==> src/rtl/rf_shot_sequencer.sv <==
// Multi-channel laser shot sequencer.
// A single time base t drives every per-channel strobe window, and the block
// measures the synchronised comparator echo time once per shot. Shots run
// either as a burst of cfg_shots shots or continuously when cfg_shots is 0.
//
// Control handshake: start and abort are plain level inputs that are sampled
// on every rising clock edge. There is no ready signal. A start seen in IDLE
// (with abort low) launches a run. Start is ignored while a run is active.
// Abort forces the block back to IDLE on the next edge and takes priority
// over everything else.
module rf_shot_sequencer #(
    parameter int CNT_WIDTH   = 16,
    parameter int NUM_CH      = 3,
    parameter int SHOTS_WIDTH = 8,
    parameter int FIRE_CH     = 1
) (
    input  logic                        clk,
    input  logic                        reset_n,
    input  logic [NUM_CH*CNT_WIDTH-1:0] cfg_delay,
    input  logic [NUM_CH*CNT_WIDTH-1:0] cfg_width,
    input  logic [CNT_WIDTH-1:0]        cfg_period,
    input  logic [SHOTS_WIDTH-1:0]      cfg_shots,
    input  logic                        start,
    input  logic                        abort,
    input  logic                        comparator,
    output logic [NUM_CH-1:0]           ch_out,
    output logic                        busy,
    output logic                        shot_done,
    output logic [SHOTS_WIDTH-1:0]      shot_count,
    output logic                        echo_valid,
    output logic [CNT_WIDTH-1:0]        echo_time,
    output logic                        echo_timeout
);

    localparam logic [CNT_WIDTH-1:0]   T_ONE = {{(CNT_WIDTH-1){1'b0}}, 1'b1};
    localparam logic [SHOTS_WIDTH-1:0] S_ONE = {{(SHOTS_WIDTH-1){1'b0}}, 1'b1};

    typedef enum logic {
        ST_IDLE = 1'b0,
        ST_RUN  = 1'b1
    } state_t;

    state_t state, state_next;

    // Shadow copies of the configuration, frozen for the duration of a run.
    logic [NUM_CH*CNT_WIDTH-1:0] delay_sh;
    logic [NUM_CH*CNT_WIDTH-1:0] width_sh;
    logic [CNT_WIDTH-1:0]        period_sh;   // already forced to at least 1
    logic [SHOTS_WIDTH-1:0]      shots_sh;

    logic [CNT_WIDTH-1:0]        t;
    logic [NUM_CH-1:0]           win_vec;
    logic                        captured;
    logic                        fire_seen;
    logic [2:0]                  sync_q;
    logic                        echo_rise;
    logic                        echo_hit;
    logic                        shot_last;
    logic                        burst_last;
    logic [SHOTS_WIDTH-1:0]      count_inc;

    logic do_start, do_abort, do_end, do_finish;

    assign busy = (state == ST_RUN);

    // Per-channel window test on the current time base value. The upper
    // bound is formed one bit wider so delay+width can never wrap.
    for (genvar i = 0; i < NUM_CH; i++) begin : g_win
        logic [CNT_WIDTH:0] lo;
        logic [CNT_WIDTH:0] hi;
        assign lo = {1'b0, delay_sh[i*CNT_WIDTH +: CNT_WIDTH]};
        assign hi = {1'b0, delay_sh[i*CNT_WIDTH +: CNT_WIDTH]}
                  + {1'b0, width_sh[i*CNT_WIDTH +: CNT_WIDTH]};
        assign win_vec[i] = ({1'b0, t} >= lo) && ({1'b0, t} < hi);
    end

    assign shot_last  = (t == (period_sh - T_ONE));
    assign count_inc  = shot_count + S_ONE;
    assign burst_last = (shots_sh != '0) && (count_inc == shots_sh);

    // sync_q[1] is the synchronised comparator and sync_q[2] its previous
    // value, so a rising echo is visible one cycle after synchronisation.
    assign echo_rise = sync_q[1] & ~sync_q[2];

    // The echo window is open from the first cycle the fire strobe is high
    // in this shot until the end of the shot. Only the first edge counts.
    assign echo_hit  = (state == ST_RUN) && echo_rise && !captured
                     && (ch_out[FIRE_CH] || fire_seen);

    // State register.
    always_ff @(posedge clk or negedge reset_n) begin
        if (!reset_n) begin
            state <= ST_IDLE;
        end else begin
            state <= state_next;
        end
    end

    // Next-state and run-control decode. Abort outranks end of shot.
    always_comb begin
        state_next = state;
        do_start   = 1'b0;
        do_abort   = 1'b0;
        do_end     = 1'b0;
        do_finish  = 1'b0;
        case (state)
            ST_IDLE: begin
                if (start && !abort) begin
                    state_next = ST_RUN;
                    do_start   = 1'b1;
                end
            end
            ST_RUN: begin
                if (abort) begin
                    state_next = ST_IDLE;
                    do_abort   = 1'b1;
                end else if (shot_last) begin
                    do_end = 1'b1;
                    if (burst_last) begin
                        state_next = ST_IDLE;
                        do_finish  = 1'b1;
                    end
                end
            end
            default: state_next = ST_IDLE;
        endcase
    end

    // Two-flop synchroniser for the asynchronous comparator plus an edge-history flop.
    always_ff @(posedge clk or negedge reset_n) begin
        if (!reset_n) begin
            sync_q <= '0;
        end else begin
            sync_q <= {sync_q[1:0], comparator};
        end
    end

    // Time base, strobes, shot accounting and echo capture.
    always_ff @(posedge clk or negedge reset_n) begin
        if (!reset_n) begin
            delay_sh     <= '0;
            width_sh     <= '0;
            period_sh    <= '0;
            shots_sh     <= '0;
            t            <= '0;
            ch_out       <= '0;
            shot_done    <= 1'b0;
            shot_count   <= '0;
            echo_valid   <= 1'b0;
            echo_time    <= '0;
            echo_timeout <= 1'b0;
            captured     <= 1'b0;
            fire_seen    <= 1'b0;
        end else begin
            shot_done    <= 1'b0;
            echo_valid   <= 1'b0;
            echo_timeout <= 1'b0;
            if (do_start) begin
                delay_sh   <= cfg_delay;
                width_sh   <= cfg_width;
                period_sh  <= (cfg_period == '0) ? T_ONE : cfg_period;
                shots_sh   <= cfg_shots;
                t          <= '0;
                shot_count <= '0;
                ch_out     <= '0;
                captured   <= 1'b0;
                fire_seen  <= 1'b0;
            end else if (do_abort) begin
                t         <= '0;
                ch_out    <= '0;
                captured  <= 1'b0;
                fire_seen <= 1'b0;
            end else if (state == ST_RUN) begin
                ch_out <= do_finish ? '0 : win_vec;
                if (echo_hit) begin
                    echo_valid <= 1'b1;
                    echo_time  <= t;
                end
                if (do_end) begin
                    t            <= '0;
                    shot_done    <= 1'b1;
                    shot_count   <= count_inc;
                    echo_timeout <= !(captured || echo_hit);
                    captured     <= 1'b0;
                    fire_seen    <= 1'b0;
                end else begin
                    t <= t + T_ONE;
                    if (echo_hit) begin
                        captured <= 1'b1;
                    end
                    if (ch_out[FIRE_CH]) begin
                        fire_seen <= 1'b1;
                    end
                end
            end
        end
    end

endmodule

==> config.mk <==
export PLATFORM = sky130hd
export DESIGN_NAME = rf_shot_sequencer
export DESIGN_NICKNAME = d
export VERILOG_FILES = /design/src/rtl/rf_shot_sequencer.sv
export SDC_FILE = /design/constraint.sdc
export NUM_CORES = 1
export LEC_CHECK = 0
export BUFFER_PORTS_ARGS = -buffer_cell sky130_fd_sc_hd__buf_2
export CORE_MARGIN = 3
export CORE_UTILIZATION = 53
export CTS_BUF_LIST = sky130_fd_sc_hd__clkbuf_8
export CTS_CLUSTER_SIZE = 16
export DETAILED_ROUTE_END_ITERATION = 8
export PLACE_DENSITY = 0.82
export SYNTH_ARGS = -nofsm -noshare
export SYNTH_HDL_FRONTEND = slang
export SYNTH_SLANG_ARGS = --single-unit
==> constraint.sdc <==
create_clock -name clk -period 6.4 [get_ports clk]
set_input_delay 0.32 -clock clk [delete_from_list [all_inputs] [get_ports clk]]
set_output_delay 0.32 -clock clk [all_outputs]
set_load 0.02 [all_outputs]
==> results of run 1 <==
==> worst min-delay path by stage <==
| stage | cells after the start | slack (ps) | endpoint | from |
|---|---|---|---|---|
| after floorplan | 0 | 20 | busy | reset_n |
| after global placement | 0 | 330 | sync_q[1] | sync_q[0] |
| after detailed placement | 0 | 340 | sync_q[1] | sync_q[0] |
| after CTS | 3 | 20 | width_sh[9] | cfg_width[9] |
| after global routing | 3 | 30 | width_sh[15] | cfg_width[15] |
| final | 3 | 30 | width_sh[9] | cfg_width[9] |
==> area by class of cell <==
cell class / count / share of cell area (%)
multi-input combinational: 1055 / 52.4
sequential: 172 / 33.0
clock inverter: 12 / 1.51
tap: 275 / 2.64
inverter: 68 / 1.96
timing repair buffer: 162 / 6.44
clock buffer: 19 / 2.01
==> state kept, by name, summed over array words and instances, names as in the netlist <==
signal        cells
echo_time        16
fire_seen         1
echo_timeout      1
delay_sh         48
shot_count        8
ch_out            3
sync_q            3
period_sh        16
echo_valid        1
shots_sh          8
width_sh         48
captured          1
shot_done         1
t                16
busy              1
==> power by group <==
group	leakage [nW]	total, W	internal, W	switching [W]
registers	2.20	0.00140	0.00124	0.000161
logic	4.45	0.00147	0.000638	0.000835
clock network	0.234	0.000894	0.000482	0.000412
total	6.88	0.00377	0.00236	0.00141
==> through the flow <==
step / instance area (um^2) / worst slack (ps) / hold slack (ps) / utilization (%) / instances
6_report: 13000 / 2770 / 34.2 / 61.4 / 1763
5_1_grt: 13000 / 2370 / 25.9 / 61.4 / 1763
4_1_cts: 13000 / 2800 / 17.2 / 61.4 / 1763
3_5_place_dp: 12600 / 2820 / 337 / 59.2 / 1730
3_3_place_gp: 12600 / 2940 / 335 / 59.2 / 1730
2_1_floorplan: 11500 / 3170 / 24.4 / - / 1332
==> layer usage <==
metal  up-vias  GRT usage [%]  routed length, um
met3        44           4.25               1760
li1       4846              -                  -
met5         -              0                  0
met4         0           7.86                672
met2       282           40.3              13600
met1      4698           34.3              13400
==> critical path: stages (launching register included) <==
cell and delay (ps):
dfrtp_1 410, ha_1 230, fa_1 410, a21oi_1 250
o211ai_1 160, a31oi_1 220, a21oi_1 130, nor2b_1 170
nand2b_1 160, xnor2_1 160, ha_1 210, nor4_1 330
o211ai_1 140, a21oi_1 140, a311oi_1 70, o41ai_1 320
==> cells in the mapped netlist (6+ instances only) <==
cell type    n  area (um^2)
nand4_1     14         87.6
xor2_1      39          342
ha_1       144         1800
o31ai_1      7         52.6
o21ai_0     82          410
a21oi_1     56          280
and3_1       7         43.8
nand2_1    362         1360
nor4_1      10         62.6
and2_1       6         37.5
nand2b_1    19          119
xnor2_1     46          403
nor3_1      20          100
o21a_1      14          105
nor2_1      50          188
inv_1       68          255
dfrtp_1    172         4300
or3_1       11         68.8
nand3_1     21          105
mux2i_1     11          110
nor2_2      10         62.6
a211oi_1     8         60.1
a21o_1      27          203
nor2b_1      9         56.3
clkbuf_1    33          124
a31oi_1     10         62.6
o211ai_1     8         60.1
==> cell usage in the layout, fill, tap and decap left out, types with 4 or more instances in the layout <==
cell type  instances
nand2_1          362
dfrtp_1          172
buf_2            154
ha_1             144
o21ai_0           82
inv_1             70
a21oi_1           56
nor2_1            49
xnor2_1           46
xor2_1            39
a21o_1            27
nand3_1           21
nor3_1            20
nand2b_1          19
clkbuf_8          19
o21a_1            14
nand4_1           14
or3_1             11
mux2i_1           11
a31oi_1           10
nor4_1            10
nor2_2            10
nor2b_1            9
a211oi_1           8
o211ai_1           8
o31ai_1            7
and3_1             7
and2_1             6
a211o_1            5
nor3b_1            5
bufinv_16          5
buf_4              5
or2_2              4
o2111ai_1          4
or4_1              4
==> kinds of logic after synthesis <==
kind of cell,Yosys count
mux,11
xor+xnor,85
flops,172
fa+ha+maj,147
compound gates,241
buf+inv,105
simple gates,571
==> timing repair <==
item / CTS / global route
gates resized for setup: 0 / 0
hold buffers: 2 / 0
endpoints found under the hold margin: 92 / 0
==> flow_summary.toml, run 1 <==
[status]
status = "complete, no violations"

[cells_and_area]
drive_above_1_share_pct = 14.3
seq_area_um2 = 4300
diodes = 0
n_fill_cell = 1864
multi_input_area_um2 = 6830
fin_nets = 1748
syn_to_final_growth_pct = 13.0

[logic_synthesis]
async_reset_ff_share_pct = 100
synthMuxAreaShare_pct = 0.955
synth_compound_area_share_pct = 12.9
synth-xor-area-share_pct = 6.46
synthesis.area_um2 = 11500
synth_cell_types = 60
synth_seq_area_share_pct = 37.3
yosys_warnings = 0
synthSimpleGateAreaFrac_pct = 22.7
ys_seq_elements = 172
synth_top_family_by_area = "simple AND/OR/NAND/NOR gates"
synth_nets = 1604
synth_ff_type = "dfrtp_1"
syn_inst = 1332
avgSynthCellArea_um2 = 8.66
synth-adder-area-share_pct = 16.1
synth-edff-count = 0

[clocking]
path_clk_slew_ps = 100
clk_path_buf_depth = 2
numCtsBuffers = 17
cts.sinks = 172
cts-root-buf = "clkbuf_8"
insertion_delay_ps = 470
h-tree-depth = 4
cts_setup_buffers = 0
tritoncts = "done"

[sta]
clock_skew_ps = 15.6
drv_slew = 0
fin_crit_sh_pct = 56.7
max_slew.worst_pin.slew_ps = 1010
fmax_mhz = 276
finalSetupViolCount = 0
finalSetupTns_ps = 0
max_slew_margin_pct = 32.5
hold_viol_final = 0
fin_crit_ps = 3630
rsz0062_at_grt = "no"

[routing]
first_iter_violations = 612
via_per_inst = 5.60
vias = 9870
drc = 0
ant_nets = 0
totalWireLength_mm = 29.4
dr.pass1.iters = 5
wl_per_cell_um = 16.7

[placed_design]
gp_congestion = 0.911
dp_hpwl_mm = 21.3
portBuffers = 155

[setup_path]
crit_path_max_fanout = 3
worstRegToRegCells = 15
reg2reg_from = "delay_sh[0]"
r2r_setup_slack_ps = 2770
critPathArrivalTime_ps = 3980
cp-start-kind = "register"
end_kind = "register"
worstSetupPathType = "register to register"
crit_path_end = "ch_out[0]"
crit_required_ps = 6750
r2r_end = "ch_out[0]"
worstSetupStartpoint = "delay_sh[0]"

[floorplan]
die_h_um = 154
die_area_um2 = 23600
io_pins = 156
core_area_um2 = 21200
num_rows = 53
start_util_pct = 54.3
die_w_um = 154

[flow_run]
max-cap-violations = 0

[global_routing]
grt.total_usage_pct = 24.9
grt_start_max_net_pins = 98
grt_pass1_wl_mm = 48.1
antenna_found_initial = 0
grt_pass1_vias = 9712
grt-ovfl-total = 0

[hold_path]
hold_path.class = "input port to register"

[pwr]
max-vdd-ir-drop_mv = 0.141
p_total_w = 0.00377
p_leak_nw = 6.88
p_per_area_nw_per_um2 = 289
(Power assumes the default switching activity.)
==> inputs of run 2 (changes only) <==
--- a/config.mk
+++ b/config.mk
@@ -5,13 +5,14 @@
 export SDC_FILE = /design/constraint.sdc
 export NUM_CORES = 1
 export LEC_CHECK = 0
+export ABC_AREA = 1
 export BUFFER_PORTS_ARGS = -buffer_cell sky130_fd_sc_hd__buf_2
 export CORE_MARGIN = 3
 export CORE_UTILIZATION = 53
 export CTS_BUF_LIST = sky130_fd_sc_hd__clkbuf_8
 export CTS_CLUSTER_SIZE = 16
 export DETAILED_ROUTE_END_ITERATION = 8
-export PLACE_DENSITY = 0.82
+export PLACE_DENSITY = 0.85
 export SYNTH_ARGS = -nofsm -noshare
 export SYNTH_HDL_FRONTEND = slang
 export SYNTH_SLANG_ARGS = --single-unit
==> constraint.sdc (replaced) <==
create_clock -name clk -period 3.1 [get_ports clk]
set_input_delay 0.155 -clock clk [delete_from_list [all_inputs] [get_ports clk]]
set_output_delay 0.155 -clock clk [all_outputs]
set_load 0.02 [all_outputs]
==> flow_summary.toml, run 2 <==
[setup_path]
cp-start-kind = "register"
crit_path_max_fanout = 3
crit_required_ps = 3520
worstSetupPathType = "register to register"
end_kind = "register"
critPathArrivalTime_ps = 3710

[sta]
postLayoutSetupSlackWorst_ps = -195
rsz0062_at_grt = "yes"
max_slew.worst_pin.slew_ps = 835
clock_skew_ps = 17.3
hold_viol_final = 0
max_slew_margin_pct = 44.4
drv_slew = 0
finalSetupViolCount = 1
fin_crit_sh_pct = 106
fmax_mhz = 304
fin_crit_ps = 3290

[logic_synthesis]
yosysMostFrequentCell = "nand2_1"
syn_inst = 1562
synthesis.area_um2 = 12000
ys_seq_elements = 172
ys_top_cells_by_count = "507 x nand2_1, 172 x dfrtp_1, 150 x inv_1"
yosysTopAreaCell = "dfrtp_1"
synth_ff_type = "dfrtp_1"
synth_cell_types = 46
yosysTopAreaCellShare_pct = 35.9
synth_seq_area_share_pct = 35.9
synth_nets = 1834
synth-edff-count = 0
avgSynthCellArea_um2 = 7.67
async_reset_ff_share_pct = 100
yosys_warnings = 0
synth_area_leaders = "dfrtp_1 36%, nand2_1 16%, ha_1 15%"

[clocking]
path_clk_slew_ps = 90
insertion_delay_ps = 480
cts.sinks = 172
h-tree-depth = 4
numCtsBuffers = 17
tritoncts = "done"
cts-root-buf = "clkbuf_8"
clk_path_buf_depth = 2

[placed_design]
gp_congestion = 0.937
dp_hpwl_mm = 24.2
place_ws_ps = -44.1
dpl_cell_area_um2 = 13100
portBuffers = 155

[cells_and_area]
final_common_cell = "nand2_1"
n_fill_cell = 1652
syn_to_final_growth_pct = 27.2
seq_area_um2 = 4300
mostFrequentLayoutCells = "496 x nand2_1, 172 x dfrtp_1, 154 x buf_2, 148 x inv_1, 135 x ha_1"
multi_input_area_um2 = 7250
reg_top3 = "delay_sh (48), width_sh (48)"
fin_nets = 2139
final_area_um2 = 15200
drive_above_1_share_pct = 17.8

[floorplan]
die_h_um = 156
io_pins = 156
num_rows = 54
core_area_um2 = 22000
die_w_um = 156
start_util_pct = 54.4
die_area_um2 = 24400

[pwr]
p_per_area_nw_per_um2 = 543
max-vdd-ir-drop_mv = 0.306
p_leak_nw = 7.86

[global_routing]
top_usage_layer = "met2"
grtUsageMet2_pct = 51.0
grt-ovfl-total = 0
grt.total_usage_pct = 29.1
grt_pass1_vias = 11811
grt_start_max_net_pins = 80
antenna_found_initial = 1
met3_usage_pct = 4.56
grt_pass1_wl_mm = 57.2
global_route.usage.met1_pct = 36.4

[routing]
dr.pass1.iters = 7
totalWireLength_mm = 37.2
vias = 12072
ant_nets = 0
first_iter_violations = 1176
wl_per_cell_um = 17.2
via_per_inst = 5.58
drc = 0

[flow_run]
max-cap-violations = 0

[status]
failed_checks = "setup timing"
status = "complete, but fails checks"

[hold_path]
hold_path.class = "input port to register"
run 2: changes by cell type after synthesis, moves of 12 or more:
cell,change
a21o_1,-23
a21oi_1,+45
inv_1,+82
nand2_1,+145
nand2b_1,-19
nand3_1,+30
nor2_1,+49
o21ai_0,+16
xnor2_1,-12
run 2: kinds of logic after synthesis:
family / Yosys count / share of synthesized area (%)
simple gates: 737 / 25.6
compound gates: 247 / 11.4
buf+inv: 189 / 6.19
flops: 172 / 35.9
fa+ha+maj: 147 / 15.5
xor+xnor: 67 / 5.02
mux: 3 / 0.282
run 2: repair_timing:
item                                   in CTS  in global routing
setup endpoints to repair                   2                  3
resized for setup                           5                 66
buffers inserted                            0                 21
endpoints found under the hold margin     197                  0
pin swaps                                   0                 51
hold buffers                              123                  0
gates cloned                                0                  0
run 2: final timing paths:
kind	start	end	slack [ps]	depth (start not counted)
worst max-delay path	delay_sh[16]	ch_out[1]	-190	20
worst min register to register	sync_q[0]	sync_q[1]	370	0
min in group asynchronous	reset_n	shots_sh[0]	260	2
worst min-delay path	start	t[14]	200	4
max in group asynchronous	reset_n	width_sh[25]	1830	3
worst max register to register	delay_sh[16]	ch_out[1]	-190	20
run 2: metal layers:
metal  wire length [um]  vias up
li1                   -     5716
met1              14700     5637
met2              18200      565
met3               2620      154
met4               1680        0
met5                  0        -
run 2: worst max-delay path: stages (launching register included):
cell,delay (ps)
dfrtp_1,440
ha_4,190
fa_2,380
nand3_2,100
nand2_2,60
nand2_2,80
nand2_2,60
a31o_4,260
nand2_4,70
nand2_4,60
a21oi_4,160
xor2_1,180
ha_1,300
a21o_1,180
nand4_1,100
nand2_1,60
nor2_1,130
nand2_1,70
nor2_1,150
nand3_1,110
nand2_1,100
run 2: final cells by class:
class                   count  share of cell area (%)
multi-input cells        1201                    47.6
flip-flops and latches    172                    28.2
repair buffers            317                    15.2
inverters                 158                    3.97
well taps                 280                    2.30
clock buffers              19                    1.72
clock inverters            13                   0.936
diodes                      2                  0.0328
run 2: power breakdown:
part / leakage, nW / switching (W) / internal, W
logic: 5.49 / 0.00220 / 0.00155
clock network: 0.208 / 0.000913 / 0.000765
registers: 2.17 / 0.000282 / 0.00256
total: 7.86 / 0.00339 / 0.00488
run 2: through the flow:
stage          util (%)  power (W)  std cells  hold slack, ps  TNS, ps
6_report           69.2    0.00827       2162             198     -195
3_3_place_gp       59.6    0.00576       1984             236        0
2_1_floorplan         -    0.00509       1562            -141        0
4_1_cts            67.1    0.00774       2139             182    -13.3
5_1_grt            69.2    0.00883       2161             219     -496
3_5_place_dp       59.6    0.00592       1984             249    -44.1
==> inputs of run 3 (changes only) <==
--- a/config.mk
+++ b/config.mk
@@ -12,7 +12,9 @@
 export CTS_BUF_LIST = sky130_fd_sc_hd__clkbuf_8
 export CTS_CLUSTER_SIZE = 16
 export DETAILED_ROUTE_END_ITERATION = 8
-export PLACE_DENSITY = 0.85
+export GPL_TIMING_DRIVEN = 0
+export PLACE_DENSITY = 0.77
+export REMOVE_ABC_BUFFERS = 1
 export SYNTH_ARGS = -nofsm -noshare
 export SYNTH_HDL_FRONTEND = slang
 export SYNTH_SLANG_ARGS = --single-unit
==> flow_summary.toml, run 3 (same netlist as run 2, synthesis figures left out) <==
[hold_path]
worstHoldStart = "abort"
hold_depth = 4
holdPathEnd = "captured"
hold_path.class = "input port to register"

[setup_path]
worstSetupPathType = "register to register"
r2r_setup_slack_ps = 10
path_cells = "ha_4 > fa_2 > nand3_2 > nand2_2 > nand2_2 > nand2_4 > a31o_4 > nand2_4 > nand2_4 > xnor2_2 > ha_1 > inv_2 > nor3_2 > a211oi_2 > nor2_1 > nor2_1 > nand2_1 > nor2_1 > nand3_1 > nand2_1"
crit_required_ps = 3500
crit_slowest_cell = "dfrtp_1"
max_stage_delay_ps = 430
worstRegToRegCells = 20
worst-path-buf-inv = 1
reg2reg_from = "width_sh[16]"
path_delay_family = "simple AND/OR/NAND/NOR gates"
cp-start-kind = "register"
critPathArrivalTime_ps = 3490
crit_path_max_fanout = 3
r2r_end = "ch_out[1]"
end_kind = "register"

[sta]
clock_skew_ps = 21.9
whs_ps = 45.1
max_slew_margin_pct = 48.8
drv_slew = 0
fmax_mhz = 324
max_slew.worst_pin.slew_ps = 767
rsz0062_at_grt = "yes"
fin_crit_ps = 3090
hold_viol_final = 0
finalSetupViolCount = 0
fin_crit_sh_pct = 99.6

[global_routing]
grt_pass1_wl_mm = 53.9
grt_start_max_net_pins = 90
antenna_found_initial = 0
grt-ovfl-total = 0
grt_pass1_vias = 11283
grt.total_usage_pct = 27.3

[floorplan]
io_pins = 156
die_w_um = 156
num_rows = 54
die_h_um = 156
start_util_pct = 54.4
die_area_um2 = 24400
core_area_um2 = 22000

[placed_design]
gp_congestion = 0.950
dp_cells = 1973
dpl_cell_area_um2 = 13100
dp_hpwl_mm = 23.3
portBuffers = 155

[cells_and_area]
final_area_um2 = 15200
reg_top3 = "delay_sh (48), width_sh (48)"
mostFrequentLayoutCells = "499 x nand2_1, 171 x dfrtp_1, 154 x buf_2, 151 x inv_1, 136 x ha_1"
final_cells = 2145
final_common_cell = "nand2_1"
syn_to_final_growth_pct = 26.5
diodes = 0
drive_above_1_share_pct = 16.4
n_fill_cell = 1736
fin_nets = 2125

[pwr]
power_switching_w = 0.00313
sw_frac_of_total_pct = 38.8
p_clk_share_pct = 21.7
p_leak_nw = 7.83
combPwrFrac_pct = 43.2
internal-power_w = 0.00494
max-vdd-ir-drop_mv = 0.332
p_per_area_nw_per_um2 = 532
p_total_w = 0.00807
seq_power_share_pct = 35.1

[status]
status = "complete, no violations"

[routing]
via_per_inst = 5.33
wl_per_cell_um = 15.8
drc = 0
totalWireLength_mm = 33.8
ant_nets = 0
dr.pass1.iters = 5
first_iter_violations = 667
vias = 11441

[clocking]
tritoncts = "done"
numCtsBuffers = 17
cts-root-buf = "clkbuf_8"
clk_path_buf_depth = 2
cts.sinks = 172
insertion_delay_ps = 470
h-tree-depth = 4
path_clk_slew_ps = 90

[flow_run]
max-cap-violations = 0
run 3: cell types whose count changed in the layout (fill, tap and decap cells not counted), sizes merged:
cell         before  now
buf             194  181
bufinv            2    4
clkinv            8    3
clkinvlp          1    2
diode             2    0
dlygate4sd3     123  122
inv             160  161
run 3: worst max-delay path by stage:
stage	from	to	depth (start not counted)
after floorplan	busy	captured	6
after global routing	delay_sh[5]	ch_out[0]	17
after global placement	busy	captured	6
after CTS	delay_sh[18]	ch_out[1]	18
after detailed placement	delay_sh[18]	ch_out[1]	18
final	width_sh[16]	ch_out[1]	20
run 3: layout make-up:
class / count / area, um^2 / area share (%)
clock buffers: 19 / 262 / 1.73
clock inverters: 12 / 173 / 1.14
flip-flops and latches: 172 / 4310 / 28.4
well taps: 280 / 350 / 2.31
repair buffers: 303 / 2300 / 15.2
inverters: 158 / 606 / 4.00
multi-input cells: 1201 / 7160 / 47.2
run 3: power by group through the flow:
stage          Combinational (W)  Clock, W  Sequential [W]
2_1_floorplan            0.00230         0         0.00280
3_3_place_gp             0.00292         0         0.00285
3_5_place_dp             0.00301         0         0.00285
4_1_cts                  0.00321   0.00177         0.00281
5_1_grt                  0.00396   0.00185         0.00287
6_report                 0.00348   0.00175         0.00283
run 3: layer usage:
layer	track usage, %	routed length (um)
met1	34.9	14400
met2	48.4	16800
met3	4.01	1760
met4	7.29	811
met5	0	0
run 3: repair_timing:
| action | in CTS | in global routing |
|---|---|---|
| pin swaps | 3 | 30 |
| hold endpoints to repair | 204 | 0 |
| setup buffers | 4 | 15 |
| hold buffers | 122 | 0 |
| setup endpoints to repair | 3 | 15 |
| gates resized for setup | 12 | 41 |
run 3: stage by stage:
stage	util [%]	worst slack, ps	TNS, ps
finish	68.8	12.1	0
global route	68.8	-192	-501
CTS	67.5	2.37	0
detailed placement	59.7	-339	-586
global placement	58.9	-11880	-1294010
floorplan	-	-6150	-584320
run 3: tightest hold or removal path, cell delays in order:
cell	delay, ps
buf_2	130
nand2_1	60
nand4_1	80
nand2_1	50
